## src/rtl/arb_pkg.sv

```systemverilog
// Shared arbiter definitions: FSM state type and the index-width helper
// used by the arbiter, its interface and the downstream decoder.
package arb_pkg;

    typedef enum logic {ARB_IDLE, ARB_GRANT} arb_state_t;

    // Width of a binary index that can address n items; at least one bit.
    function automatic int idx_width(int n);
        return (n < 2) ? 1 : $clog2(n);
    endfunction

endpackage

```

## src/rtl/rr_select_arbiter_if.sv

```systemverilog
// Request/grant bundle between requesters, the arbiter and the grant consumer.
// With RR_SELECT_ARBITER_ONEHOT_EN defined, it also carries the decoded one-hot grant.
interface rr_select_arbiter_if #(
    parameter int OUTPUT_WIDTH = 4
);
    import arb_pkg::*;

    localparam int IDX_W = idx_width(OUTPUT_WIDTH);

    logic                    enable_i;
    logic [OUTPUT_WIDTH-1:0] req_i;
    logic                    grant_ready_i;
    logic                    grant_valid_o;
    logic [IDX_W-1:0]        grant_idx_o;
`ifdef RR_SELECT_ARBITER_ONEHOT_EN
    logic [OUTPUT_WIDTH-1:0] grant_onehot_o;

    modport slave  (input  enable_i, req_i, grant_ready_i,
                    output grant_valid_o, grant_idx_o, grant_onehot_o);
    modport master (output enable_i, req_i, grant_ready_i,
                    input  grant_valid_o, grant_idx_o, grant_onehot_o);
`else
    modport slave  (input  enable_i, req_i, grant_ready_i,
                    output grant_valid_o, grant_idx_o);
    modport master (output enable_i, req_i, grant_ready_i,
                    input  grant_valid_o, grant_idx_o);
`endif

endinterface

```

## src/rtl/rr_pick.sv

```systemverilog
// Combinational round-robin pick: lowest set request bit at or after ptr,
// wrapping around. The request vector is doubled so the wrap becomes a plain
// scan over a window of N bits starting at ptr.
module rr_pick #(
    parameter int N     = 4,
    parameter int IDX_W = 2
) (
    input  logic [N-1:0]     req,
    input  logic [IDX_W-1:0] ptr,
    output logic [IDX_W-1:0] idx,
    output logic             any
);

    logic [2*N-1:0] req2;
    logic [2*N-1:0] win_mask;
    logic [2*N-1:0] masked;
    logic           found;

    assign req2 = {req, req};
    assign any  = |req;

    // Window mask selects bits ptr .. ptr+N-1 of the doubled vector.
    always_comb begin
        win_mask = '0;
        for (int i = 0; i < 2*N; i++) begin
            win_mask[i] = (i >= int'(ptr)) && (i < int'(ptr) + N);
        end
    end

    assign masked = req2 & win_mask;

    // First set bit of the masked window, folded back into 0 .. N-1.
    always_comb begin
        // NOTE: every always_comb output gets a default first so no path leaves it unassigned (no latch).
        idx   = '0;
        found = 1'b0;
        for (int i = 0; i < 2*N; i++) begin
            if (!found && masked[i]) begin
                found = 1'b1;
                idx   = IDX_W'((i >= N) ? (i - N) : i);
            end
        end
    end

endmodule

```

## src/rtl/tree_decoder.sv

```systemverilog
// Binary-to-one-hot decoder with enable; only built with RR_SELECT_ARBITER_ONEHOT_EN.
`ifdef RR_SELECT_ARBITER_ONEHOT_EN
module tree_decoder
    import arb_pkg::*;
#(
    parameter int OUTPUT_WIDTH = 4,
    parameter int SEL_W        = idx_width(OUTPUT_WIDTH)
) (
    input  logic                    enable_i,
    input  logic [SEL_W-1:0]        select_i,
    output logic [OUTPUT_WIDTH-1:0] out_o
);

    // One output bit high for the selected index while enabled.
    always_comb begin
        out_o = '0;
        for (int i = 0; i < OUTPUT_WIDTH; i++) begin
            out_o[i] = enable_i && (int'(select_i) == i);
        end
    end

endmodule
`endif

```

## src/rtl/rr_select_arbiter.sv

```systemverilog
// Round-robin arbiter feeding a select/enable decoder. The granted index is
// held under a valid/ready handshake; on accept, the pointer moves past the
// served requester and a new grant may load in the same cycle.
// Optional: RR_SELECT_ARBITER_ONEHOT_EN adds grant_onehot_o via tree_decoder.
module rr_select_arbiter
    import arb_pkg::*;
#(
    parameter int OUTPUT_WIDTH = 4
) (
    input  logic               clk_i,
    input  logic               rst_n_i,
    rr_select_arbiter_if.slave bus
);

    localparam int IDX_W = idx_width(OUTPUT_WIDTH);

    arb_state_t       state_q, state_d;
    logic [IDX_W-1:0] ptr_q, ptr_d;
    logic [IDX_W-1:0] grant_idx_q, grant_idx_d;
    logic [IDX_W-1:0] ptr_next;
    logic [IDX_W-1:0] pick_ptr;
    logic [IDX_W-1:0] pick_idx;
    logic             pick_any;
    logic             accept;

    assign accept = (state_q == ARB_GRANT) && bus.grant_ready_i;

    // Pointer after serving the current grant, with explicit wrap for any width.
    always_comb begin
        if (grant_idx_q == IDX_W'(OUTPUT_WIDTH - 1)) begin
            ptr_next = '0;
        end else begin
            ptr_next = grant_idx_q + IDX_W'(1);
        end
        pick_ptr = accept ? ptr_next : ptr_q;
    end

    rr_pick #(
        .N     (OUTPUT_WIDTH),
        .IDX_W (IDX_W)
    ) u_pick (
        .req (bus.req_i),
        .ptr (pick_ptr),
        .idx (pick_idx),
        .any (pick_any)
    );

    // Next state: launch from IDLE, hold under backpressure, reload or drop on accept.
    always_comb begin
        state_d     = state_q;
        ptr_d       = ptr_q;
        grant_idx_d = grant_idx_q;
        case (state_q)
            ARB_IDLE: begin
                if (bus.enable_i && pick_any) begin
                    grant_idx_d = pick_idx;
                    state_d     = ARB_GRANT;
                end
            end
            ARB_GRANT: begin
                if (bus.grant_ready_i) begin
                    ptr_d = ptr_next;
                    if (bus.enable_i && pick_any) begin
                        grant_idx_d = pick_idx;
                    end else begin
                        state_d = ARB_IDLE;
                    end
                end
            end
            default: state_d = ARB_IDLE;
        endcase
    end

    // State registers with asynchronous clear.
    always_ff @(posedge clk_i or negedge rst_n_i) begin
        if (!rst_n_i) begin
            state_q     <= ARB_IDLE;
            ptr_q       <= '0;
            grant_idx_q <= '0;
        end else begin
            // NOTE: non-blocking assignments so all flops update from pre-edge values.
            state_q     <= state_d;
            ptr_q       <= ptr_d;
            grant_idx_q <= grant_idx_d;
        end
    end

    assign bus.grant_valid_o = (state_q == ARB_GRANT);
    assign bus.grant_idx_o   = grant_idx_q;

`ifdef RR_SELECT_ARBITER_ONEHOT_EN
    tree_decoder #(
        .OUTPUT_WIDTH (OUTPUT_WIDTH)
    ) u_dec (
        .enable_i (bus.grant_valid_o),
        .select_i (grant_idx_q),
        .out_o    (bus.grant_onehot_o)
    );
`endif

endmodule
```

## src/flat_wrapper.sv

```systemverilog
// flat-port wrapper written by rule: the top's interface ports become plain ports
module rr_select_arbiter_flat import arb_pkg::*;
#(
    parameter int OUTPUT_WIDTH = 4
)
  (clk_i, rst_n_i, bus_enable_i, bus_req_i, bus_grant_ready_i, bus_grant_valid_o, bus_grant_idx_o);
  rr_select_arbiter_if #(.OUTPUT_WIDTH(OUTPUT_WIDTH)) bus_i ();
  input  logic clk_i;
  input  logic rst_n_i;
  input wire logic [$bits(bus_i.enable_i)-1:0] bus_enable_i;
  input wire logic [$bits(bus_i.req_i)-1:0] bus_req_i;
  input wire logic [$bits(bus_i.grant_ready_i)-1:0] bus_grant_ready_i;
  output wire logic [$bits(bus_i.grant_valid_o)-1:0] bus_grant_valid_o;
  output wire logic [$bits(bus_i.grant_idx_o)-1:0] bus_grant_idx_o;
  assign bus_i.enable_i = bus_enable_i;
  assign bus_i.req_i = bus_req_i;
  assign bus_i.grant_ready_i = bus_grant_ready_i;
  assign bus_grant_valid_o = bus_i.grant_valid_o;
  assign bus_grant_idx_o = bus_i.grant_idx_o;
  rr_select_arbiter #(.OUTPUT_WIDTH(OUTPUT_WIDTH)) u_core (.clk_i(clk_i), .rst_n_i(rst_n_i), .bus(bus_i));
endmodule
```

## config.mk

```make
export PLATFORM = sky130hd
export DESIGN_NAME = rr_select_arbiter_flat
export DESIGN_NICKNAME = d
export VERILOG_FILES = /design/src/rtl/arb_pkg.sv /design/src/rtl/rr_select_arbiter_if.sv /design/src/rtl/rr_pick.sv /design/src/rtl/tree_decoder.sv /design/src/rtl/rr_select_arbiter.sv /design/src/flat_wrapper.sv
export SDC_FILE = /design/constraint.sdc
export NUM_CORES = 1
export LEC_CHECK = 0
export CAP_MARGIN = 20
export CORE_AREA = 5 5 42 44
export CTS_CLUSTER_SIZE = 16
export DETAILED_ROUTE_END_ITERATION = 6
export DIE_AREA = 0 0 47 49
export PLACE_DENSITY = 0.51
export SKIP_LAST_GASP = 1
export SYNTH_ARGS = -nofsm -noshare
export SYNTH_HDL_FRONTEND = slang
export SYNTH_SLANG_ARGS = --single-unit
```

## constraint.sdc

```tcl
create_clock -name clk_i -period 2.3 [get_ports clk_i]
set_input_delay 0.345 -clock clk_i [delete_from_list [all_inputs] [get_ports clk_i]]
set_output_delay 0.345 -clock clk_i [all_outputs]
set_load 0.02 [all_outputs]
```

==> flow_metrics.py, run 1 <==
metrics = {
    "clocking": {
        "cts_root_buf": "clkbuf_4",
        "clock_latency_ns": 0.25,
        "clkTransAtPathRegs_ns": 0.05,
        "htree_levels": 1,
        "cts.sinks": 5,
        "ctsHoldBuffers": 0,
        "cts_buffers": 3,
        "cts_setup_buffers": 0,
        "tritoncts": "done",
        "clk_path_buf_depth": 2,
        "cts_repair_resize_count": 0,
    },
    "power_and_ir_drop": {
        "pwr-share-comb": 0.475,
        "clockPowerShare": 0.225,
        "power_density_nw_per_um2": 946,
        "switching_share": 0.368,
        "power_leakage_uw": 0.000205,
        "total_power_uw": 463,
        "peakVddDrop_mv": 0.513,
        "switching_power_uw": 170,
        "p_seq_frac": 0.300,
        "intPower_uw": 293,
    },
    "min_path": {
        "hold_class": "primary input to async pin",
    },
    "critical_path": {
        "r2r-end": "u_core.bus.grant_idx_o[1]$_DFFE_PN0P_",
        "cp.required_ns": 1.96,
        "crit_fanout": 6,
        "crit_start": "u_core.bus.grant_valid_o$_DFF_PN0_",
        "crit_chain": "clkdlybuf4s50_1",
        "critPathLaunchType": "register",
        "cp.buffers_inverters": 1,
        "slowest_stage": "clkdlybuf4s50_1",
        "r2r_start": "u_core.bus.grant_idx_o[0]$_DFFE_PN0P_",
        "critical-path-top-delay-family": "buffers and inverters",
        "endpoint": "bus_grant_valid_o",
        "rr_worst_depth": 5,
        "critPathKind": "register to primary output",
        "cp.arrival_ns": 1.32,
        "r2r_slack_ns": 0.70,
        "slowest_delay_ns": 0.64,
        "critical_path_depth": 1,
        "end_kind": "primary output",
    },
    "place": {
        "gp_congestion": 0.681,
        "post-place-ws_ns": 0.513,
        "place_hpwl_um": 627,
        "io_buffer_count": 10,
    },
    "floorplanning": {
        "fp.dieH_um": 49,
        "coreArea_um2": 1400,
        "std_cell_rows": 14,
        "die_area_um2": 2300,
        "start_util": 0.245,
        "die_x_um": 47,
        "ios": 11,
    },
    "global_route": {
        "track_usage": 0.0809,
        "antenna_found_initial": 0,
        "grt_max_degree": 7,
        "overflow": 0,
        "grt_pass1_wl_um": 1320,
        "grt_pass1_vias": 305,
    },
    "sta": {
        "period_minus_slack_ns": 1.66,
        "slew_viol_final": 0,
        "max_freq_mhz": 601,
        "fin_crit_sh": 0.723,
        "hold_violations": 0,
        "fin_ws_ns": 0.637,
        "tightestPinTransition_ns": 0.285,
        "setup_viol": 0,
        "skew_ns": 0.00566,
        "finalSetupTns_ns": 0,
        "timing.slew.headroom": 0.808,
        "rsz0062_at_grt": "no",
    },
    "drt": {
        "ant_nets": 0,
        "vias": 327,
        "routedWlPerCell_um": 12.5,
        "drt-initial-drc-count": 16,
        "routed_wl_um": 828,
        "dr.pass1.iters": 4,
        "drcViolationCount": 0,
        "vias_per_cell": 4.95,
    },
    "cells_and_area": {
        "final_common_cell": "clkdlybuf4s50_1",
        "final_net_count": 60,
        "most-common-layout-cells": "clkdlybuf4s50_1 (10), dfrtp_1 (5)",
        "fin_util": 0.349,
        "drive_gt1_frac": 0.160,
        "antenna_cells": 0,
        "syn_to_final_growth_pct": 42.7,
    },
    "yosys": {
        "synth_cell_types": 21,
        "synthesis.nets": 45,
        "ys_ff_latch": 5,
        "synth_area_per_cell_um2": 9.52,
        "synth_area_leaders": "dfrtp_1 (36%), a21bo_2 (5.8%), a31oi_1 (5.5%)",
        "syn_inst": 36,
        "yosysTopAreaCell": "dfrtp_1",
        "yosysWarnings": 0,
        "synth.top_cell.area_share": 0.365,
        "yosysSeqAreaShare": 0.365,
        "netlist_area_um2": 343,
    },
    "outcome": {
        "status": "complete, no violations",
    },
    "job": {
        "cap_violations": 0,
    },
}
==> how the worst min path moves through the flow <==
stage	startpoint	end	slack, ns
2_1_floorplan	rst_n_i	u_core.bus.grant_idx_o[0]$_DFFE_PN0P_	0.05
3_5_place_dp	u_core.bus.grant_idx_o[1]$_DFFE_PN0P_	u_core.bus.grant_idx_o[1]$_DFFE_PN0P_	0.57
3_3_place_gp	u_core.bus.grant_idx_o[1]$_DFFE_PN0P_	u_core.bus.grant_idx_o[1]$_DFFE_PN0P_	0.58
5_1_grt	rst_n_i	u_core.bus.grant_idx_o[0]$_DFFE_PN0P_	0.32
4_1_cts	rst_n_i	u_core.bus.grant_idx_o[1]$_DFFE_PN0P_	0.32
6_report	rst_n_i	u_core.bus.grant_idx_o[1]$_DFFE_PN0P_	0.31
==> metrics by stage <==
step / std cells / area [µm²] / hold WS (ns)
floorplan: 36 / 343 / 0.0494
global placement: 62 / 463 / 0.575
detailed placement: 62 / 463 / 0.572
CTS: 66 / 489 / 0.315
global route: 66 / 489 / 0.319
finish: 66 / 489 / 0.314
==> metal layers <==
| layer | global-route usage | share of wire |
|---|---|---|
| met2 | 0.0928 | 0.44 |
| met3 | 0.0443 | 0.068 |
| met5 | 0 | 0 |
| met4 | 0.0415 | 0 |
| met1 | 0.117 | 0.49 |
==> Yosys cell counts, drive strengths merged <==
cell type	instances
o41ai	1
and3	1
nand2	3
a211oi	1
dfrtp	5
nor3	1
nand3	3
a31oi	3
ha	1
o2bb2ai	1
o22ai	2
inv	3
nor2b	1
nor2	2
or2b	1
a21bo	2
o221a	1
a21oi	1
a21o	1
nand4bb	1
nand4	1
==> registers in the layout (all words and copies together) (netlist names) <==
name and count:
u_core.bus.grant_idx_o 2, u_core.ptr_q 2, u_core.bus.grant_valid_o 1
==> layout make-up <==
class | count | area [µm²]
fill | 159 | 912
multi-input combinational | 28 | 206
sequential | 5 | 125
timing repair buffer | 10 | 100
clock buffer | 4 | 26.3
tap | 16 | 20.0
inverter | 3 | 11.3
==> power by group through the flow <==
stage | combinational, µW | sequential (µW) | clock [µW]
finish | 220 | 139 | 104
global route | 241 | 143 | 118
CTS | 220 | 138 | 109
floorplan | 129 | 153 | 0
global placement | 222 | 139 | 0
detailed placement | 218 | 139 | 0
==> logic make-up after synthesis <==
logic type / after synthesis / share of synthesized area
flops: 5 / 0.365
compound gates: 13 / 0.328
fa+ha+maj: 1 / 0.0365
buf+inv: 3 / 0.0328
simple gates: 14 / 0.237
Power figures use the tool's default switching activity.
==> run 2: changes to the inputs <==
PLACE_DENSITY = 0.52   (was 0.51)
clock period = 1.4 ns   (was 2.3 ns; I/O delays follow)
==> run 2 against run 1 <==
Against the previous run:
- the run now ends with setup timing left
- clock power grew 55%
- sequential share of layout area shrank 4.4 points
- hold slack lost 0.12 ns
- non-clock buffer count grew 10
- routed wire length grew 13%
- combinational power grew 120%
- highest routed layer is now met4
- critical path depth grew 4
- sequential cell count is the same
- utilization grew 8.1 points
- global-route usage grew 0.90 points
==> flow_metrics.py, run 2 (synthesized netlist as in run 1, its figures left out) <==
metrics = {
    "sta": {
        "fin_ws_ns": -0.0480,
        "fin_crit_sh": 1.03,
        "setup_viol": 2,
        "period_minus_slack_ns": 1.45,
        "slew_viol_final": 0,
        "max_freq_mhz": 691,
        "holdWs_ns": 0.190,
        "skew_ns": 0.00164,
        "hold_violations": 0,
        "rsz0062_at_grt": "yes",
        "tightestPinTransition_ns": 0.310,
        "timing.slew.headroom": 0.791,
        "finalSetupTns_ns": -0.0820,
    },
    "global_route": {
        "grt_pass1_wl_um": 1390,
        "antenna_found_initial": 0,
        "grt_use_met1": 0.112,
        "use_met2": 0.113,
        "overflow": 0,
        "grt_use_met3": 0.0554,
        "grt_max_degree": 7,
        "gr-max-usage-layer": "met2",
        "track_usage": 0.0899,
        "grt_pass1_vias": 327,
    },
    "drt": {
        "drcViolationCount": 0,
        "drt-initial-drc-count": 0,
        "routedWlPerCell_um": 12.3,
        "vias_per_cell": 4.84,
        "vias": 368,
        "dr.pass1.iters": 1,
        "routed_wl_um": 932,
        "ant_nets": 0,
    },
    "critical_path": {
        "crit_start": "u_core.bus.grant_idx_o[0]$_DFFE_PN0P_",
        "end_kind": "register",
        "cp.arrival_ns": 1.55,
        "rr_worst_depth": 5,
        "r2r-end": "u_core.bus.grant_idx_o[1]$_DFFE_PN0P_",
        "critPathLaunchType": "register",
        "r2r_start": "u_core.bus.grant_idx_o[0]$_DFFE_PN0P_",
        "critPathKind": "register to register",
        "cp.required_ns": 1.50,
        "endpoint": "u_core.bus.grant_idx_o[1]$_DFFE_PN0P_",
        "r2r_slack_ns": -0.05,
        "crit_fanout": 6,
    },
    "floorplanning": {
        "die_x_um": 47,
        "ios": 11,
        "std_cell_rows": 14,
        "fp.dieH_um": 49,
        "die_area_um2": 2300,
        "start_util": 0.245,
        "coreArea_um2": 1400,
    },
    "cells_and_area": {
        "fin_util": 0.430,
        "final_net_count": 70,
        "num-fill-cells": 151,
        "most-common-layout-cells": "buf_4 (10), clkdlybuf4s50_1 (7)",
        "antenna_cells": 0,
        "drive_gt1_frac": 0.400,
        "syn_to_final_growth_pct": 75.9,
        "final_common_cell": "buf_4",
    },
    "outcome": {
        "status": "complete, but fails checks",
        "violations": "setup timing",
    },
    "place": {
        "io_buffer_count": 10,
        "gp_congestion": 0.728,
        "post-place-ws_ns": -0.253,
        "place_hpwl_um": 731,
    },
    "clocking": {
        "clkTransAtPathRegs_ns": 0.04,
        "cts_buffers": 3,
        "clock_latency_ns": 0.24,
        "tritoncts": "done",
        "cts_root_buf": "clkbuf_4",
        "htree_levels": 1,
        "cts.sinks": 5,
        "ctsHoldBuffers": 0,
        "clk_path_buf_depth": 2,
    },
    "min_path": {
        "hold_class": "primary input to async pin",
    },
    "power_and_ir_drop": {
        "power_density_nw_per_um2": 1470,
        "peakVddDrop_mv": 0.813,
        "total_power_uw": 888,
        "power_leakage_uw": 0.000260,
    },
    "job": {
        "cap_violations": 0,
    },
}
==> run 2: cell count changes in the layout (fill, tap and decap cells not counted), sizes merged <==
cell | before | now
buf | 0 | 10
clkdlybuf4s50 | 10 | 7
dlygate4sd2 | 0 | 3
==> run 2: layer usage <==
metal,vias up,routed length (µm),part of all wire
li1,188,-,-
met1,169,445,0.48
met2,9,421,0.45
met3,2,58,0.062
met4,0,7,0.0075
met5,-,0,0
==> run 2: timing repair <==
item                       in CTS  in global routing
buffers inserted                0                  1
setup endpoints to repair       5                  2
pin swaps                       1                  0
gates resized for setup         3                  2
==> run 2: through the flow <==
| step | instance area, µm² | instances |
|---|---|---|
| after floorplan | 374 | 36 |
| after detailed placement | 562 | 71 |
| after CTS | 584 | 75 |
| after global routing | 603 | 76 |
| final | 603 | 76 |
| after global placement | 562 | 71 |
==> run 2: worst min path at each step <==
stage                                                        to  slack [ns]  depth (start not counted)
after floorplan           u_core.bus.grant_idx_o[0]$_DFFE_PN0P_       -0.09                          0
after detailed placement     u_core.bus.grant_valid_o$_DFF_PN0_        0.44                          1
final                               u_core.ptr_q[0]$_DFFE_PN0N_        0.19                          1
after global placement       u_core.bus.grant_valid_o$_DFF_PN0_        0.45                          1
after CTS                           u_core.ptr_q[0]$_DFFE_PN0N_        0.18                          1
after global routing                u_core.ptr_q[0]$_DFFE_PN0N_        0.18                          1
==> run 2: worst max-delay path, stage by stage, from the launching register on <==
cell	delay (ns)
dfrtp_2	0.42
ha_4	0.15
nand4bb_4	0.23
o221a_1	0.29
o22ai_2	0.10
a31oi_1	0.11
==> run 2: where the power goes <==
group | switching (µW) | internal [µW]
clock network | 53.7 | 107
logic | 222 | 266
registers | 40.3 | 199
==> run 2: final cells by class <==
class / count / area, µm² / share of cell area
multi-input combinational: 28 / 246 / 0.409
clock buffer: 4 / 26.3 / 0.0436
tap: 16 / 20.0 / 0.0332
timing repair buffer: 20 / 171 / 0.284
sequential: 5 / 128 / 0.212
inverter: 3 / 11.3 / 0.0187
